`src/rtl/page_packet_reader.sv`:
```
// page_packet_reader: read-side consumer of the spectrum page RAM.
// When the page writer raises start, this block reads one page through
// addrb_l/power_out and sends it to the MAC on a byte-wide valid/ready
// stream. Each packet is a 14-byte header followed by the page payload.
module page_packet_reader #(
  parameter int PAGE_BYTES = 512,
  parameter int FIFO_DEPTH = 4,
  parameter int IDLE_GAP   = 4
) (
  input  logic                          rd_clk,
  input  logic                          rst,
  input  logic                          start,
  output logic                          busy,
  output logic [$clog2(PAGE_BYTES)-1:0] addrb_l,
  input  logic [7:0]                    power_out,
  input  logic [63:0]                   user_data,
  input  logic [15:0]                   page_read,
  output logic [7:0]                    tx_data,
  output logic                          tx_valid,
  input  logic                          tx_ready,
  output logic                          tx_sof,
  output logic                          tx_eof
);

  localparam int AW        = $clog2(PAGE_BYTES);
  localparam int PW        = $clog2(FIFO_DEPTH);
  localparam int CW        = PW + 1;
  localparam int GW        = $clog2(IDLE_GAP + 1);
  localparam int HDR_BYTES = 14;
  localparam int HW        = HDR_BYTES * 8;

  typedef enum logic [1:0] {IDLE, HDR, PAY, GAP} state_t;

  // Packet framing state
  state_t        state;
  logic [63:0]   ud_lat;
  logic [15:0]   pg_lat;
  logic [31:0]   seq_cnt;
  logic [3:0]    hdr_idx;
  logic [AW:0]   pay_cnt;
  logic [GW-1:0] gap_cnt;

  // Prefetch engine state. rd_v1 marks an address that is on addrb_l this
  // cycle; rd_v2 marks that its data is on power_out this cycle.
  logic [AW:0]   issue_ptr;
  logic          rd_v1;
  logic          rd_v2;

  // Prefetch FIFO
  logic [7:0]    fifo_mem [FIFO_DEPTH];
  logic [PW-1:0] wr_ptr;
  logic [PW-1:0] rd_ptr;
  logic [CW-1:0] fifo_count;

  logic          fifo_empty;
  logic          accept;
  logic          fifo_push;
  logic          fifo_pop;
  logic          issue;
  logic [CW-1:0] credit_used;
  logic [HW-1:0] hdr_vec;
  logic [HW-1:0] hdr_shift;

  assign fifo_empty  = (fifo_count == '0);
  assign accept      = tx_valid && tx_ready;
  assign fifo_pop    = (state == PAY) && accept;
  assign fifo_push   = rd_v2;
  assign hdr_vec     = {ud_lat, pg_lat, seq_cnt};

  // Credits count both buffered bytes and reads still travelling through
  // the RAM, so a push always has a free slot waiting for it.
  assign credit_used = fifo_count + CW'(rd_v1) + CW'(rd_v2);
  assign issue       = ((state == HDR) || (state == PAY))
                       && (issue_ptr < (AW+1)'(PAGE_BYTES))
                       && (credit_used < CW'(FIFO_DEPTH));

  // Packet sequencer: latches the header fields, counts header/payload
  // accepts, drives busy and times the inter-packet gap.
  always_ff @(posedge rd_clk) begin
    if (rst) begin
      state   <= IDLE;
      busy    <= 1'b0;
      ud_lat  <= '0;
      pg_lat  <= '0;
      seq_cnt <= '0;
      hdr_idx <= '0;
      pay_cnt <= '0;
      gap_cnt <= '0;
    end else begin
      // NOTE: sequential state uses non-blocking assignments so every register samples pre-edge values.
      unique case (state)
        IDLE: begin
          if (start) begin
            ud_lat  <= user_data;
            pg_lat  <= page_read;
            hdr_idx <= '0;
            pay_cnt <= '0;
            busy    <= 1'b1;
            state   <= HDR;
          end
        end
        HDR: begin
          if (accept) begin
            if (hdr_idx == 4'(HDR_BYTES - 1)) begin
              state <= PAY;
            end else begin
              hdr_idx <= hdr_idx + 1'b1;
            end
          end
        end
        PAY: begin
          if (accept) begin
            pay_cnt <= pay_cnt + 1'b1;
            if (pay_cnt == (AW+1)'(PAGE_BYTES - 1)) begin
              seq_cnt <= seq_cnt + 1'b1;
              busy    <= 1'b0;
              gap_cnt <= '0;
              state   <= GAP;
            end
          end
        end
        GAP: begin
          if (gap_cnt == GW'(IDLE_GAP - 1)) begin
            state <= IDLE;
          end else begin
            gap_cnt <= gap_cnt + 1'b1;
          end
        end
        default: state <= IDLE;
      endcase
    end
  end

  // Prefetch engine: issues each page offset once, in order, and parks
  // addrb_l at 0 right after 511 so the writer sees 511 for one cycle only.
  always_ff @(posedge rd_clk) begin
    if (rst) begin
      issue_ptr <= '0;
      addrb_l   <= '0;
      rd_v1     <= 1'b0;
      rd_v2     <= 1'b0;
    end else begin
      rd_v2 <= rd_v1;
      if ((state == IDLE) || (state == GAP)) begin
        issue_ptr <= '0;
        rd_v1     <= 1'b0;
      end else if (issue) begin
        addrb_l   <= issue_ptr[AW-1:0];
        issue_ptr <= issue_ptr + 1'b1;
        rd_v1     <= 1'b1;
      end else begin
        rd_v1 <= 1'b0;
        if (addrb_l == AW'(PAGE_BYTES - 1)) begin
          addrb_l <= '0;
        end
      end
    end
  end

  // FIFO pointers and occupancy.
  always_ff @(posedge rd_clk) begin
    if (rst) begin
      wr_ptr     <= '0;
      rd_ptr     <= '0;
      fifo_count <= '0;
    end else begin
      if (fifo_push) wr_ptr <= wr_ptr + 1'b1;
      if (fifo_pop)  rd_ptr <= rd_ptr + 1'b1;
      fifo_count <= fifo_count + CW'(fifo_push) - CW'(fifo_pop);
    end
  end

  // FIFO storage write port.
  // NOTE: the FIFO storage is not reset; fifo_count gates every read, so stale contents are never observed.
  always_ff @(posedge rd_clk) begin
    if (fifo_push) fifo_mem[wr_ptr] <= power_out;
  end

  // Stream outputs decoded from registered state: header bytes MSB first,
  // then the FIFO head during the payload.
  always_comb begin
    // NOTE: every output gets a default first so no path infers a latch.
    tx_valid  = 1'b0;
    tx_data   = '0;
    tx_sof    = 1'b0;
    tx_eof    = 1'b0;
    hdr_shift = hdr_vec << {hdr_idx, 3'b000};
    unique case (state)
      HDR: begin
        tx_valid = 1'b1;
        tx_data  = hdr_shift[HW-1 -: 8];
        tx_sof   = (hdr_idx == '0);
      end
      PAY: begin
        tx_valid = !fifo_empty;
        tx_data  = fifo_mem[rd_ptr];
        tx_eof   = !fifo_empty && (pay_cnt == (AW+1)'(PAGE_BYTES - 1));
      end
      default: ;
    endcase
  end

  // Overflow guard: the credit rule must keep every push within capacity.
  always_ff @(posedge rd_clk) begin
    if (!rst) begin
      assert (!(fifo_push && !fifo_pop && (fifo_count == CW'(FIFO_DEPTH))));
    end
  end

endmodule
```
`config.mk`:
```
export PLATFORM = sky130hd
export DESIGN_NAME = page_packet_reader
export DESIGN_NICKNAME = d
export VERILOG_FILES = /design/src/rtl/page_packet_reader.sv
export SDC_FILE = /design/constraint.sdc
export NUM_CORES = 1
export LEC_CHECK = 0
export CORE_AREA = 2 2 131 133
export CTS_BUF_LIST = sky130_fd_sc_hd__clkbuf_8 sky130_fd_sc_hd__clkbuf_16
export DETAILED_ROUTE_END_ITERATION = 16
export DIE_AREA = 0 0 133 135
export GPL_ROUTABILITY_DRIVEN = 0
export PLACE_DENSITY = 0.78
export SLEW_MARGIN = 10
export SYNTH_ARGS = -nofsm -noshare
export SYNTH_HDL_FRONTEND = slang
export SYNTH_SLANG_ARGS = --single-unit
```
`constraint.sdc`:
```
create_clock -name rd_clk -period 8.3 [get_ports rd_clk]
set_input_delay 1.245 -clock rd_clk [delete_from_list [all_inputs] [get_ports rd_clk]]
set_output_delay 1.245 -clock rd_clk [all_outputs]
set_load 0.01 [all_outputs]
```
[After elaboration in Yosys (flattened, before gate mapping)]
Memories as Yosys holds them, arrays and structs flattened. A register that Yosys moved wholly into a read port is not among the register bits.
Cells that the tools add are included.
Operators by class
  bitwise logic cells: 1
  add/subtract/negate cells: 11
  magnitude comparators: 2
  shift operators: 1
  reductions and logical operators: 24
  div/mod/pow operators: 0
  $mul: 0
  mux-type cells: 33
  eq/ne operators: 15
Operators by type and width (count)
  112-bit by 7-bit << shifter with 112-bit output: 1
  32-bit by 1-bit adder with 32-bit output (second input constant): 1
  10-bit by 1-bit adder with 10-bit output (second input constant): 2
  10-bit 2-to-1 mux: 2
  10-bit one-hot mux with 2 select lines: 1
  9-bit 2-to-1 mux: 2
  2-bit 2-to-1 mux: 8
  8-bit one-hot mux with 2 select lines: 1
  4-bit 2-to-1 mux: 3
  2-bit inequality test (second input constant): 6
  4-bit AND reduction: 3
  10-bit by 9-bit == test with 1-bit output (second input constant): 1
  10-bit < comparator (second input constant): 1
  3-bit by 1-bit adder with 3-bit output: 3
  9-bit == test (second input constant): 1
  3-bit 2-to-1 mux: 3
  1-bit 2-to-1 mux: 8
  2-bit one-hot mux with 4 select lines: 1
  4-bit one-hot mux with 2 select lines: 1
  2-bit nonzero test: 4
  3-bit one-hot mux with 2 select lines: 1
  3-bit AND reduction: 2
  6-bit AND reduction: 1
  1-bit logical AND: 5
  19 further kinds: 25
Storage, ports and cells
  flip-flop bits (word level): 160
  memory bits (writable): 32
  memories kept: 1
  input bits: 92
  memory bits (read-only): 0
  latch bits: 0
  word-level logic and storage cells: 103
  output and inout bits: 21
Memories
  fifo_mem: depth 4, width 8, rd ports 1, clocked after Yosys merged registers in 1, wr ports 1, RTL line 50  | logic [7:0] fifo_mem [FIFO_DEPTH];

[Depth between registers and ports, before layout]
Gate-level depths: netlist of the first run.
  depth after elaboration: 7
  mapped depth: 14
  mapped depth without buffers: 13

[Worst setup path after synthesis of the first run]
OpenSTA, ideal clock, no wires.
  path kind: input to register
  start: in tx_ready
  end: reg fifo_count[2]
  data arrival time: 2.988 ns
  required time: 8.172 ns
  setup slack: 5.185 ns
  path buffers: 1
  library setup time: 0.128 ns
  stages: 11
  path through: nand4_1 inv_1 buf_1 ha_1 inv_1 ha_1 inv_1 fa_1 xnor2_1 xnor2_1 nor2_1
Between the ends
  word-level cells in the longest chain between the ends: 3
RTL lines
  from (decl): RTL line 20  | input logic tx_ready,
  1-bit logical AND: RTL line 65  | assign accept = tx_valid && tx_ready;
  1-bit logical AND: RTL line 66  | assign fifo_pop = (state == PAY) && accept;
  net fifo_pop: RTL line 58  | logic fifo_pop;
  3-bit by 1-bit subtractor with 3-bit output: RTL line 169  | fifo_count <= fifo_count + CW'(fifo_push) - CW'(fifo_pop);
  to (signal assigned): RTL line 169
  to (decl): RTL line 53  | logic [CW-1:0] fifo_count;
The timed path passes the listed nets, and every way through them passes these cells.
A chain may end at the register's enable or synchronous reset.

[Worst setup path in the final report of the first run]
  start: reg hdr_idx[0]
  end: out tx_data[5]
Between the ends
  word-level cells in the longest chain between the ends: 2
RTL lines
  from (decl): RTL line 39  | logic [3:0] hdr_idx;
  from (signal assigned): RTL line 107  | hdr_idx <= hdr_idx + 1'b1;
  112-bit by 7-bit << shifter with 112-bit output: RTL line 187  | hdr_shift = hdr_vec << {hdr_idx, 3'b000};
  8-bit one-hot mux with 2 select lines: RTL line 188  | unique case (state)
  to (decl): RTL line 18  | output logic [7:0] tx_data,
Every way passes these cells.

==> results of run 1 <==
==> sequential cells by signal (all words and copies together), names as in the netlist, named ones only <==
| register | flops |
|---|---|
| rd_ptr | 2 |
| pg_lat | 16 |
| fifo_mem | 32 |
| state | 2 |
| pay_cnt | 10 |
| busy | 1 |
| addrb_l | 9 |
| wr_ptr | 2 |
| hdr_idx | 4 |
| gap_cnt | 3 |
| seq_cnt | 32 |
| ud_lat | 64 |
| fifo_count | 3 |
| issue_ptr | 10 |
| rd_v1 | 1 |
| fifo_push | 1 |
==> cell families (layout without fill, tap and decap cells) <==
family / Yosys count / after routing
fa+ha+maj: 20 / 20
buf+inv: 83 / 172
compound gates: 198 / 198
mux: 60 / 60
flops: 194 / 194
xor+xnor: 29 / 29
simple gates: 415 / 415
==> stage by stage <==
stage,worst slack (ps),utilization,total power (W)
2_1_floorplan,5180,-,0.00152
3_3_place_gp,4210,0.619,0.00171
3_5_place_dp,4120,0.619,0.00172
4_1_cts,3620,0.654,0.00254
5_1_grt,3340,0.654,0.00266
6_report,3620,0.654,0.00254
==> path summary, 6_finish.rpt <==
| path | startpoint | endpoint | slack (ps) | depth (start not counted) |
|---|---|---|---|---|
| setup / recovery | hdr_idx[0] | tx_data[5] | 3620 | 6 |
| setup reg to reg | state[1] | fifo_count[2] | 4940 | 13 |
| hold reg to reg | ud_lat[31] | ud_lat[31] | 450 | 2 |
| hold / removal | ud_lat[31] | ud_lat[31] | 450 | 2 |
==> synth_stat cells, types with 7 or more instances <==
library cell  instances  area share
nand2_1             218       0.091
dfxtp_1             162        0.36
a21oi_1             109       0.061
nor2_1               60       0.025
clkbuf_1             46       0.019
mux2i_1              44       0.049
edfxtp_1             32        0.11
nand4_1              25       0.017
inv_1                23      0.0096
nand3_1              21       0.012
and2_1               19       0.013
ha_1                 19       0.026
xor2_1               17       0.017
o31ai_1              16       0.013
o21ai_0              15      0.0084
mux4_2               14       0.035
a22o_1               13       0.013
nor3_1               12      0.0067
xnor2_1              12       0.012
or3_1                10      0.0070
a211oi_1              9      0.0075
o22ai_1               9      0.0063
or4_1                 9      0.0075
buf_1                 7      0.0029
==> area by class of cell <==
| cell class | instances | area, µm² |
|---|---|---|
| Inverter | 23 | 86.3 |
| Clock inverter | 15 | 156 |
| Sequential cell | 194 | 4200 |
| Fill cell | 1322 | 5670 |
| Clock buffer | 17 | 425 |
| Timing Repair Buffer | 117 | 1160 |
| Multi-Input combinational cell | 722 | 4430 |
| Tap cell | 220 | 275 |
==> layout by cell type (no fill, tap or decap), types with 3 or more instances in the layout <==
cell	synthesis	final
nand2_1	218	217
dfxtp_1	162	162
clkdlybuf4s50_1	0	111
a21oi_1	109	109
nor2_1	60	60
mux2i_1	44	44
edfxtp_1	32	32
nand4_1	25	25
inv_1	23	23
nand3_1	21	21
ha_1	19	19
and2_1	19	18
xor2_1	17	17
clkbuf_16	0	17
o31ai_1	16	16
o21ai_0	15	15
mux4_2	14	14
a22o_1	13	13
nor3_1	12	12
xnor2_1	12	12
or3_1	10	10
or4_1	9	9
a211oi_1	9	9
o22ai_1	9	9
inv_6	0	8
o21a_1	6	6
nor2b_1	6	6
a2111oi_0	6	6
and3_1	6	6
nor4_1	6	6
buf_4	0	6
nand2b_1	5	5
a31oi_1	4	4
inv_8	0	4
a32oi_1	3	3
and4_1	3	3
==> power groups by stage <==
| stage | clock network (W) | logic [W] | registers (W) |
|---|---|---|---|
| floorplan | 0 | 0.000411 | 0.00111 |
| CTS | 0.000833 | 0.000589 | 0.00112 |
| global placement | 0 | 0.000574 | 0.00114 |
| detailed placement | 0 | 0.000583 | 0.00114 |
| finish | 0.000829 | 0.000589 | 0.00112 |
| global route | 0.000873 | 0.000654 | 0.00113 |
==> layer usage <==
| layer | part of all wire | up-vias |
|---|---|---|
| met4 | 0.013 | 0 |
| met5 | 0 | - |
| met2 | 0.47 | 238 |
| li1 | - | 3685 |
| met3 | 0.058 | 22 |
| met1 | 0.45 | 3599 |
==> worst min-delay path: cells and delay by family (launching register included) <==
family / cells / cell delay [ps]
flip-flops: 1 / 310
AO/OA/AOI/OAI: 1 / 50
AND/OR/NAND/NOR: 1 / 50
==> out/metrics.cfg, run 1 <==
[clocking]
cts_buffer_depth = 2
tritoncts = yes
cts_resized = 0
cts_max_level = 4
cts_setup_buffers = 0
cts-root-buf = clkbuf_16
clk_latency_ps = 440
numCtsBuffers = 17
ctsHoldBuffers = 0
path_clk_slew_ps = 70
clock_sinks = 194

[drt]
drc_errors = 0
drt-initial-drc-count = 650
wl_um = 22700
ant_nets = 0
drtPass1Iterations = 6
vias_per_cell = 5.77
vias = 7544
wire_per_inst_um = 17.4

[grt]
gr-usage-met3 = 0.0477
grt_max_degree = 84
use_met2 = 0.426
grt_util_met1 = 0.346
grt_pass1_vias = 7196
grt-ovfl-total = 0
gr-max-usage-layer = met2
antenna_found_initial = 0
track_usage = 0.256
grt_first_pass_wirelength_um = 36700

[setup_path]
worstPathArrival_ps = 3430
critical-path-max-stage-delay_ps = 1040
slowest_stage = dfxtp_1
worstPathCellList = nor2_1 -> a22o_1 -> a2111oi_0 -> o31ai_1 -> nand2_1 -> clkdlybuf4s50_1
worstPathRequired_ps = 7050
cpLargestDelayFamily = flip-flops
worst-setup-path-type = flip-flop to output port
critPathLaunchType = flip-flop
cp_num_buf_inv = 1
cp-end-kind = output port
critPathMaxFanout = 22

[sta]
hold_ws_ps = 452
tns_ps = 0
period_share = 0.563
slew_headroom = 0.277
final.setup_skew_ps = 12.1
hold_viol = 0
tightest_slew_ps = 1080
setup_viol = 0
rsz0062_at_grt = false
maxSlewViolCount = 0
clock.fmax_ghz = 0.214
min_period_ps = 4680

[cells_and_area]
drive_gt1_frac = 0.0588
diodes = 0
final_nets = 1187
final_area_mm2 = 0.0107
final_cells = 1308
syn2layout_area_growth_pct = 19.6

[logic_synthesis]
synthCells = 999
ys_seq_area_frac = 0.469
async_reset_ff_frac = 0
ys_warn_count = 0
synth_area_mm2 = 0.00897
synth_xor_area_frac = 0.0283
synth_top_family_by_area = simple AND/OR/NAND/NOR gates
synthAdderAreaFrac = 0.0287
muxShareOfSynthArea = 0.0868
synth_compound_area_frac = 0.134
synth_top_flop_cell = dfxtp_1
synth.avg_cell_area_um2 = 8.98
syn_nets = 1111
yosys.area_share.simple = 0.216
synth.distinct_cells = 57
synth-edff-count = 32
synth_seq_cells = 194

[power_and_ir_drop]
seq_power_share = 0.442
p_clk_frac = 0.326
power_leakage_nw = 3.66
p_sw_frac = 0.330
p_per_area_mw_per_mm2 = 237
ir_drop_mv = 0.203
combPwrFrac = 0.232
internal_power_w = 0.00170
p_switching_w = 0.000839

[placement]
dpl.hpwl_um = 15700
placed_cells = 1276
io_buffer_count = 112
dpl_cell_area_mm2 = 0.0102

[die]
io-pin-count = 113
start_util = 0.547
design.die.area_mm2 = 0.0180
rows = 47
die_height_um = 135
core-area_mm2 = 0.0164
die_w_um = 133

[job]
max-cap-violations = 0

[min_path]
hp-class = flip-flop to flip-flop

[outcome]
outcome = finished, final reports clean

Power figures use the tool's default switching activity.
==> run 2, diff against run 1 <==
- CORE_AREA: 2 2 131 133 -> 2 2 137 139
- DIE_AREA: 0 0 133 135 -> 0 0 139 141
- PLACE_DENSITY: 0.78 -> 0.75
- clock period: 8.3 -> 3.8 ns (I/O delays scaled with it)
==> run 2 against run 1 <==
  * Clock power rose by 120%
  * Sequential share of layout area decreased by 0.34 points
  * Register-to-register slack worse by 4100 ps
  * Core utilization shrank 6.1 points
  * Clock skew down 4.5 ps
  * Sequential power is 120% higher
  * Worst setup slack lost 3200 ps
  * Non-clock buffer count increased by 5
  * Count of clock-buffer cells in the layout is the same
  * Design area is 0.89% higher
  * Highest routed layer unchanged
==> out/metrics.cfg, run 2 (synthesized netlist as in run 1, its figures left out) <==
[clocking]
cts_buffer_depth = 2  ; unchanged
cts-root-buf = clkbuf_16
cts_max_level = 4  ; unchanged
clock_sinks = 194  ; unchanged
numCtsBuffers = 17  ; unchanged
path_clk_slew_ps = 70  ; about the same
ctsHoldBuffers = 0  ; unchanged
cts_setup_buffers = 0  ; unchanged
cts_resized = 0  ; unchanged
clk_latency_ps = 430  ; about the same
tritoncts = yes

[die]
die_height_um = 141  ; +4.4%
design.die.area_mm2 = 0.0196  ; +9.2%
die_w_um = 139  ; +4.5%
core-area_mm2 = 0.0183  ; +11%
io-pin-count = 113  ; unchanged
start_util = 0.491  ; -0.0557
rows = 50  ; +6.4%

[cells_and_area]
syn2layout_area_growth_pct = 20.7
final_nets = 1192  ; +0.42%
final_common_cell = nand2_1
diodes = 0  ; unchanged
largest_reg_flops = 64  ; unchanged
final_cell_mix = nand2_1, dfxtp_1, clkdlybuf4s50_1, a21oi_1, nor2_1
drive_gt1_frac = 0.0622  ; +0.00339
n_fill_cell = 1584  ; +20%
regMostFlops = ud_lat
largestRegisters = ud_lat: 64 flops, fifo_mem: 32 flops, seq_cnt: 32 flops

[sta]
rsz0062_at_grt = false
setup_viol = 0  ; unchanged
maxSlewViolCount = 0  ; unchanged
tightest_slew_ps = 1060  ; -20.9 ps
postLayoutSetupSlackWorst_ps = 377  ; -3250 ps
final.setup_skew_ps = 7.68  ; -4.46 ps
min_period_ps = 3420
slew_headroom = 0.286  ; +0.00839
tns_ps = 0  ; unchanged
clock.fmax_ghz = 0.292
hold_viol = 0  ; unchanged
period_share = 0.901

[grt]
grt_first_pass_wirelength_um = 36300  ; -0.92%
grt_pass1_vias = 7043  ; -2.1%
antenna_found_initial = 0  ; unchanged
grt_max_degree = 97  ; +15%
track_usage = 0.229  ; -0.0277
grt-ovfl-total = 0  ; unchanged

[setup_path]
critPathLaunchType = flip-flop
cp_num_buf_inv = 2  ; +1
slowest_stage = dfxtp_1
critPathMaxFanout = 26  ; +18%
cp-end-kind = output port
cpLargestDelayFamily = compound AO/OA/AOI/OAI gates
worstPathCellList = buf_12 -> mux2i_1 -> a22o_1 -> a2111oi_0 -> o31ai_1 -> nand2_1 -> clkdlybuf4s50_1
worstPathArrival_ps = 2850  ; -580 ps
worstPathRequired_ps = 3230  ; -3820 ps
critical-path-max-stage-delay_ps = 540  ; -500 ps
worst-setup-path-type = flip-flop to output port

[placement]
pre_cts_slack_ps = 818  ; -3300 ps
io_buffer_count = 112  ; unchanged
dpl.hpwl_um = 16100  ; +2.7%

[power_and_ir_drop]
power_leakage_nw = 3.69  ; +0.99%
p_per_area_mw_per_mm2 = 518  ; +120%
ir_drop_mv = 0.439  ; +120%

[drt]
drtPass1Iterations = 5  ; -1
vias_per_cell = 5.65  ; -2.1%
wire_per_inst_um = 17.3  ; -0.55%
drt-initial-drc-count = 611  ; -6.0%
drc_errors = 0  ; unchanged
wl_um = 22900  ; +0.90%
ant_nets = 0  ; unchanged
vias = 7491  ; -0.70%

[job]
max-cap-violations = 0  ; unchanged

[min_path]
hp-class = flip-flop to flip-flop

[outcome]
outcome = finished, final reports clean

run 2: worst reg2reg max path, stage by stage, from the launching register on:
cell and delay, ps:
dfxtp_1 390, inv_1 90, ha_1 340, or4_1 510
nand4_1 180, inv_1 90, ha_1 270, inv_1 50
ha_1 130, inv_1 50, fa_1 380, xnor2_1 190
xnor2_1 150, nor2_1 50
run 2: final cells by class:
| type | instances | area (µm²) | share of cell area |
|---|---|---|---|
| multi-input combinational | 722 | 4430 | 0.409 |
| sequential | 194 | 4200 | 0.388 |
| timing repair buffer | 122 | 1210 | 0.111 |
| clock buffer | 17 | 425 | 0.0393 |
| tap | 234 | 293 | 0.0270 |
| clock inverter | 15 | 184 | 0.0170 |
| inverter | 23 | 86.3 | 0.00797 |
run 2: power breakdown:
part           switching (W)  internal [W]
Sequential          0.000157       0.00229
Combinational       0.000809      0.000498
Clock               0.000810       0.00105
run 2: final timing paths:
path / start / to / slack, ps / cells after the start
worst max-delay path: hdr_idx[3] / tx_data[5] / 380 / 7
worst min-delay path: ud_lat[26] / ud_lat[26] / 450 / 2
worst max register to register: state[1] / fifo_count[2] / 810 / 13
worst min register to register: ud_lat[26] / ud_lat[26] / 450 / 2
run 2: per-layer routing:
| metal | track usage | vias to the layer above | part of all wire |
|---|---|---|---|
| li1 | - | 3692 | - |
| met1 | 0.297 | 3549 | 0.44 |
| met2 | 0.389 | 220 | 0.48 |
| met3 | 0.0442 | 30 | 0.060 |
| met4 | 0.0696 | 0 | 0.020 |
| met5 | 0 | - | 0 |
run 2: metrics by stage:
| stage | hold WS, ps | instances | power, W | instance area, µm² | util |
|---|---|---|---|---|---|
| 2_1_floorplan | 431 | 999 | 0.00332 | 8970 | - |
| 3_3_place_gp | 439 | 1295 | 0.00376 | 10200 | 0.559 |
| 3_5_place_dp | 447 | 1295 | 0.00377 | 10200 | 0.559 |
| 4_1_cts | 456 | 1327 | 0.00562 | 10800 | 0.593 |
| 5_1_grt | 477 | 1327 | 0.00586 | 10800 | 0.593 |
| 6_report | 455 | 1327 | 0.00561 | 10800 | 0.593 |
